`config.mk`:
```
export PLATFORM = sky130hd
export DESIGN_NAME = lfsr_gen
export DESIGN_NICKNAME = d
export VERILOG_FILES = /design/src/rtl/lfsr_gen.sv
export SDC_FILE = /design/constraint.sdc
export NUM_CORES = 1
export LEC_CHECK = 0
export CAP_MARGIN = 20
export CORE_MARGIN = 5
export CORE_UTILIZATION = 26
export DETAILED_ROUTE_END_ITERATION = 7
export SYNTH_ARGS = -nofsm -noshare
export SYNTH_HDL_FRONTEND = slang
export SYNTH_SLANG_ARGS = --single-unit
export TNS_END_PERCENT = 100
```
`constraint.sdc`:
```
create_clock -name clk -period 1.9 [get_ports clk]
set_input_delay 0.475 -clock clk [delete_from_list [all_inputs] [get_ports clk]]
set_output_delay 0.475 -clock clk [all_outputs]
set_load 0.03 [all_outputs]
```
`src/rtl/lfsr_gen.sv`:
```
// Parametrised Fibonacci LFSR with clock-enable stepping, runtime seed load,
// lock-up detection and a measured-period readout.
module lfsr_gen #(
    parameter int              WIDTH = 20,
    parameter logic [WIDTH-1:0] TAPS  = 20'h90000,
    parameter logic [WIDTH-1:0] SEED  = 20'h34713,
    parameter bit              XNOR  = 1'b1
) (
    input  logic             clk,
    input  logic             reset,
    input  logic             en,
    input  logic             load,
    input  logic [WIDTH-1:0] load_value,
    output logic [WIDTH-1:0] state,
    output logic             lfsr_out,
    output logic             max_tick,
    output logic             lockup,
    output logic [WIDTH-1:0] period,
    output logic             period_valid
);

    localparam logic [WIDTH-1:0] ALL_ONES = {WIDTH{1'b1}};
    localparam logic [WIDTH-1:0] ONE      = {{(WIDTH-1){1'b0}}, 1'b1};
    // XNOR feedback sticks at all-ones, XOR feedback sticks at all-zeros.
    localparam logic [WIDTH-1:0] LOCK_VAL = {WIDTH{XNOR}};

    if (WIDTH < 3 || WIDTH > 32) begin : g_bad_width
        $error("lfsr_gen: WIDTH must be in 3..32");
    end
    if (TAPS[WIDTH-1] != 1'b1) begin : g_bad_taps
        $error("lfsr_gen: TAPS[WIDTH-1] must be set");
    end

    function automatic logic [WIDTH-1:0] sat_inc(input logic [WIDTH-1:0] v);
        return (v == ALL_ONES) ? v : v + ONE;
    endfunction

    function automatic logic feedback(input logic [WIDTH-1:0] s);
        return (^(s & TAPS)) ^ XNOR;
    endfunction

    logic [WIDTH-1:0] lfsr_reg;
    logic [WIDTH-1:0] start_ref;
    logic [WIDTH-1:0] step_count;
    logic [WIDTH-1:0] period_reg;
    logic             valid_reg;
    logic             tick_reg;
    logic             lock_reg;

    logic [WIDTH-1:0] next_state;
    logic             wrap_hit;

    always_comb begin
        next_state = {lfsr_reg[WIDTH-2:0], feedback(lfsr_reg)};
        wrap_hit   = (next_state == start_ref);
    end

    always_ff @(posedge clk) begin
        if (reset) begin
            lfsr_reg   <= SEED;
            start_ref  <= SEED;
            step_count <= '0;
            period_reg <= '0;
            valid_reg  <= 1'b0;
            tick_reg   <= 1'b0;
            lock_reg   <= (SEED == LOCK_VAL);
        end else if (load) begin
            // Load outranks en: no step, and the measurement restarts here.
            lfsr_reg   <= load_value;
            start_ref  <= load_value;
            step_count <= '0;
            valid_reg  <= 1'b0;
            tick_reg   <= 1'b0;
            lock_reg   <= (load_value == LOCK_VAL);
        end else if (en) begin
            lfsr_reg <= next_state;
            lock_reg <= (next_state == LOCK_VAL);
            if (wrap_hit) begin
                tick_reg   <= 1'b1;
                period_reg <= sat_inc(step_count);
                valid_reg  <= 1'b1;
                step_count <= '0;
            end else begin
                tick_reg   <= 1'b0;
                step_count <= sat_inc(step_count);
            end
        end else begin
            tick_reg <= 1'b0;
        end
    end

    assign state        = lfsr_reg;
    assign lfsr_out     = lfsr_reg[WIDTH-1];
    assign max_tick     = tick_reg;
    assign lockup       = lock_reg;
    assign period       = period_reg;
    assign period_valid = valid_reg;

endmodule

```
==> results of run 1 <==
-- synthesized netlist by cell type (9+ instances only) --
master / n / share of area [%]
nand4_1: 14 / 2.1
o21ai_0: 28 / 3.4
nand2_1: 31 / 2.8
nor2_1: 67 / 6.1
and2_1: 10 / 1.5
nor4_1: 11 / 1.7
a21oi_1: 25 / 3.0
mux2i_1: 20 / 4.8
clkbuf_1: 22 / 2.0
nand3_1: 29 / 3.5
and3_1: 9 / 1.4
dfxtp_1: 83 / 40
xor2_1: 27 / 5.7
a211oi_1: 23 / 4.2
-- worst max-delay path by stage --
stage / from / end / slack [ns] / depth (start not counted)
2_1_floorplan: state[9]$_SDFFE_PP1P_ / step_count[17]$_SDFFE_PP0P_ / -0.008 / 8
3_3_place_gp: en / lockup$_SDFFE_PP0P_ / -0.18 / 7
3_5_place_dp: en / lockup$_SDFFE_PP0P_ / -0.26 / 7
4_1_cts: start_ref[11]$_SDFFE_PP0P_ / period[1]$_SDFFE_PP0P_ / -0.05 / 7
5_1_grt: start_ref[12]$_SDFFE_PP0P_ / period[15]$_SDFFE_PP0P_ / -0.25 / 9
6_report: start_ref[12]$_SDFFE_PP0P_ / period[15]$_SDFFE_PP0P_ / -0.17 / 9
-- per-stage QoR --
stage	worst slack, ns	TNS, ns	cell area [µm²]	hold WS [ns]
6_report	-0.1674	-2.610	6310	0.4556
5_1_grt	-0.2542	-4.951	6310	0.4816
4_1_cts	-0.04837	-0.3497	5906	0.4658
3_5_place_dp	-0.2636	-3.565	5614	0.4513
3_3_place_gp	-0.1762	-2.310	5614	0.4417
2_1_floorplan	-0.008268	-0.008268	4170	0.4620
-- cell families after synthesis --
group,share of synthesized area (%)
compound gates,16.76
xor+xnor,7.384
mux,4.822
buf+inv,4.671
flops,40.02
fa+ha+maj,0.3013
simple gates,26.04
-- layout make-up --
type | count | area [µm²]
Timing Repair Buffer | 163 | 1515
Fill cell | 1608 | 9460
Inverter | 3 | 11.26
Clock inverter | 5 | 77.57
Sequential cell | 83 | 1683
Tap cell | 216 | 270.3
Multi-Input combinational cell | 375 | 2514
Clock buffer | 10 | 239.0
-- metal layers --
| metal | wire [µm] | vias up | part of all wire [%] | global-route usage (%) |
|---|---|---|---|---|
| met2 | 6521 | 134 | 48 | 23.17 |
| met1 | 6084 | 2053 | 45 | 17.21 |
| met5 | 0 | - | 0 | 0 |
| met3 | 694 | 22 | 5.1 | 3.072 |
| met4 | 283 | 0 | 2.1 | 4.311 |
| li1 | - | 2057 | - | - |
-- power groups by stage --
stage	combinational [mW]	sequential [mW]	clock (mW)
floorplan	0.220	1.94	0
global placement	0.564	1.88	0
detailed placement	0.570	1.88	0
CTS	0.551	1.84	1.91
global route	0.613	1.85	1.98
finish	0.570	1.85	1.86
-- critical path: stages, from the launching register on --
cell and delay, ns:
dfxtp_2 0.34, xor2_2 0.18, nor4_2 0.28, nand4_1 0.21, nor4_4 0.30, buf_6 0.17
buf_8 0.13, clkbuf_16 0.15, nor2_1 0.05, a211oi_2 0.17
-- repair_timing --
item	CTS	global route
endpoints found under the setup margin	38	42
pin swaps	1	14
resized for setup	22	52
gates cloned	0	6
buffers inserted	0	4
==> metrics.cfg, run 1 <==
[power]
ir_worst_vdd_mv = 0.4023
power_frac_comb_pct = 13.3
switchingPower_mw = 1.054
p_int_mw = 3.227
power.density_nw_per_um2 = 678.5
p_sw_share_pct = 24.62
p_total_mw = 4.281
sequentialPowerShare_pct = 43.1
leakagePower_nw = 2.500
clkPwrFrac_pct = 43.5

[clock_network]
cts_made_buffers = 9
ctsHtreeMaxLevel = 3
cts_sinks = 83
cts_hold_buf = 0
cts_tree = done
cts.clk_slew.worst_paths_ns = 0.06
cts.path.max_buffers = 2
insertion_delay_ns = 0.34
cts_root_buffer = clkbuf_16

[place]
io_buffers = 67
dp_cells = 830
hpwl_um = 9266
globalplace.congestion = 0.9154

[sta]
layout_min_cycle_time_ns = 2.067
grt_setup_unrepaired = true
slew_violations = 0
setup_violations = 23
worst_slack_ns = -0.1674
finalCritPeriodShare_pct = 108.8
finalHoldViolCount = 0
relSlewSlack_pct = 68.99
fmax_mhz = 483.7
fin_skew_ns = 0.005516
worstMarginPinSlew_ns = 0.4651

[logic_synthesis]
seq_area_frac_synth_pct = 40.02
netlist_area_um2 = 4151
synth_seq_cells = 83
ys_types = 52
ys.warnings.count = 0
synth_cells = 500
synth-edff-count = 0
synth_ff_type = dfxtp_1
synth_async_sr_flop_share_pct = 0
syn_area_per_cell_um2 = 8.303
synth_fp_nets = 525

[floorplan]
die-area_um2 = 18590
die_y_um = 136.4
placementRows = 46
start_util_pct = 26.32
io_pins = 68
core_um2 = 15770
fp.dieW_um = 136.4

[detailed_routing]
drc = 0
ant_nets = 0
avgRoutedWirePerCell_um = 15.89
vias = 4266
firstDrtPassIters = 5
wl_um = 13580
viasPerCell = 4.989
drt_iter0_markers = 283

[grt]
grt_usage_pct = 13.66
antenna_found_initial = 0
grt_pass1_wl_um = 20380
grt_max_degree = 39
grt_pass1_vias = 4196
overflow = 0

[critical_path]
reg2reg_slack_ns = -0.17
cp.arrival_ns = 2.33
path_class = reg2reg
reg2reg_depth = 9
startpoint_type = flop
r2r_end = period[15]$_SDFFE_PP0P_
crit_required_ns = 2.17
end_kind = flop
rr_startpoint = start_ref[12]$_SDFFE_PP0P_
critPathMaxFanout = 5

[run]
maxCapViolCount = 0

[worst_hold_path]
min_delay_path_depth = 1
hp-class = reg2reg
min-delay-start = period_valid$_SDFFE_PP0P_
whs_endpoint = period_valid$_SDFFE_PP0P_

[finish]
drive_gt1_share_pct = 27.39
final_cell_mix = buf_4, dfxtp_1, nor2_1, clkdlybuf4s50_1, nand2_1
finalNetCount = 660
post-route-util_pct = 40.01
antenna_cells = 0
layout.cells.most_common = buf_4
fin_cells = 855
syn2layout_area_growth_pct = 51.99

[run_status]
status = complete, but fails checks
violations = negative setup slack

Power figures use the tool's default switching activity.
==> run 2: changes to the inputs <==
--- a/config.mk
+++ b/config.mk
@@ -9,6 +9,8 @@
 export CORE_MARGIN = 5
 export CORE_UTILIZATION = 26
 export DETAILED_ROUTE_END_ITERATION = 7
+export MAX_ROUTING_LAYER = met4
+export RECOVER_POWER = 100
 export SYNTH_ARGS = -nofsm -noshare
 export SYNTH_HDL_FRONTEND = slang
 export SYNTH_SLANG_ARGS = --single-unit
==> constraint.sdc (replaced) <==
create_clock -name clk -period 2.1 [get_ports clk]
set_input_delay 0.525 -clock clk [delete_from_list [all_inputs] [get_ports clk]]
set_output_delay 0.525 -clock clk [all_outputs]
set_load 0.03 [all_outputs]
==> metrics.cfg, run 2 (synthesis results as in run 1) <==
[power]
ir_worst_vdd_mv = 0.3600  ; -11%
power.density_nw_per_um2 = 636.0  ; -6.3%
leakagePower_nw = 2.200  ; -12%
p_total_mw = 3.603  ; -16%

[critical_path]
crit_required_ns = 1.57  ; -0.60 ns
crit_chain = buf_4 -> clkdlybuf4s50_1
critPathMaxFanout = 4  ; -1
slowest_stage = clkdlybuf4s50_1
max_stage_delay_ns = 0.67  ; +0.33 ns
cpLargestDelayFamily = buffers and inverters
cp.arrival_ns = 1.56  ; -0.77 ns
path_class = reg2out
startpoint_type = flop
timing.critical_path.buf_inv = 2  ; -1
end_kind = output pin

[floorplan]
die-area_um2 = 18590  ; unchanged
fp.dieW_um = 136.4  ; unchanged
core_um2 = 15770  ; unchanged
io_pins = 68  ; unchanged
placementRows = 46  ; unchanged
start_util_pct = 26.32  ; unchanged
die_y_um = 136.4  ; unchanged

[grt]
overflow = 0  ; unchanged
grt_usage_pct = 14.67  ; +1.0 points
grt_pass1_wl_um = 21080  ; +3.5%
grt_pass1_vias = 4234  ; +0.91%
grt_max_degree = 35  ; -10%
antenna_found_initial = 0  ; unchanged

[place]
dp_cells = 804  ; -3.1%
pre_cts_ws_ns = -0.03923  ; +0.2244 ns
dpl_cell_area_um2 = 5401  ; -3.8%
hpwl_um = 9358  ; +0.99%
io_buffers = 67  ; unchanged
globalplace.congestion = 0.8987  ; -1.8%

[sta]
worst_slack_ns = 0.01863  ; +0.1860 ns
worstMarginPinSlew_ns = 0.5041  ; +0.03899 ns
whs_ns = 0.4576  ; +0.002059 ns
fin_skew_ns = 0.01200  ; +0.006488 ns
fmax_mhz = 480.5
finalHoldViolCount = 0  ; unchanged
finalCritPeriodShare_pct = 99.11
tns_ns = 0  ; +2.610 ns
grt_setup_unrepaired = false
setup_violations = 0  ; -100%
layout_min_cycle_time_ns = 2.081
relSlewSlack_pct = 66.39  ; -2.6 points
slew_violations = 0  ; unchanged

[finish]
post-route-util_pct = 35.93  ; -4.1 points
finalNetCount = 626  ; -5.2%
syn2layout_area_growth_pct = 36.47
fin_cells = 822  ; -3.9%
fillers = 1657  ; +3.0%
antenna_cells = 0  ; unchanged
final_cell_mix = dfxtp_1, nor2_1, buf_4, clkdlybuf4s50_1, nand2_1
drive_gt1_share_pct = 15.68  ; -12 points
layout.cells.most_common = dfxtp_1
fin_area_um2 = 5665  ; -10%

[detailed_routing]
firstDrtPassIters = 4  ; -1
vias = 4033  ; -5.5%
ant_nets = 0  ; unchanged
wl_um = 12780  ; -6.0%
drt_iter0_markers = 297  ; +4.9%
drc = 0  ; unchanged
viasPerCell = 4.906  ; -1.7%
avgRoutedWirePerCell_um = 15.54  ; -2.2%

[clock_network]
cts.path.max_buffers = 2  ; unchanged
cts_root_buffer = clkbuf_16
cts.clk_slew.worst_paths_ns = 0.07  ; about the same
ctsHtreeMaxLevel = 3  ; unchanged
cts_hold_buf = 0  ; unchanged
insertion_delay_ns = 0.35  ; about the same
cts_sinks = 83  ; unchanged
cts_made_buffers = 9  ; unchanged
cts_tree = done

[run_status]
status = finished, final reports clean

[run]
maxCapViolCount = 0  ; unchanged

[worst_hold_path]
hp-class = reg2reg

## run 2: final timing paths
check	startpoint	endpoint	slack (ns)	cells after the start
max	state[5]$_SDFFE_PP0P_	state[5]	0.02	2
min	period_valid$_SDFFE_PP0P_	period_valid$_SDFFE_PP0P_	0.46	1
max reg2reg	step_count[0]$_SDFFE_PP0P_	step_count[15]$_SDFFE_PP0P_	0.14	7
min reg2reg	period_valid$_SDFFE_PP0P_	period_valid$_SDFFE_PP0P_	0.46	1
## run 2: power by group
part / total (mW) / switching (mW) / internal [mW]
Clock: 1.45 / 0.653 / 0.800
Sequential: 1.67 / 0.0463 / 1.63
Combinational: 0.478 / 0.266 / 0.212
Total: 3.60 / 0.965 / 2.64
## run 2: area by class of cell
type                       instances  area [µm²]  share of cell area, %
clock buffer                      12       236.5                  4.174
multi-input combinational        375        2330                  41.12
clock inverter                     4       27.53                 0.4859
timing repair buffer             129        1126                  19.88
tap                              216       270.3                  4.770
inverter                           3       11.26                 0.1988
sequential                        83        1664                  29.37
## run 2: timing repair
item	in CTS	in global routing
endpoints found under the setup margin	7	38
pin swaps	1	2
hold endpoints to repair	0	0
buffers inserted	1	1
gates resized for setup	1	10
## run 2: per-layer routing
| layer | global-route usage, % | share of wire [%] |
|---|---|---|
| met3 | 3.331 | 5.2 |
| met5 | - | 0 |
| met1 | 18.42 | 46 |
| met2 | 23.14 | 47 |
| met4 | 5.319 | 2.2 |
## run 2: worst register-to-register path: cells and delay by family (launching register included)
family,cells,cell delay (ns)
AND/OR/NAND/NOR,4,0.81
AO/OA/AOI/OAI,2,0.56
flip-flops,1,0.32
adder cells (fa/ha/maj),1,0.21
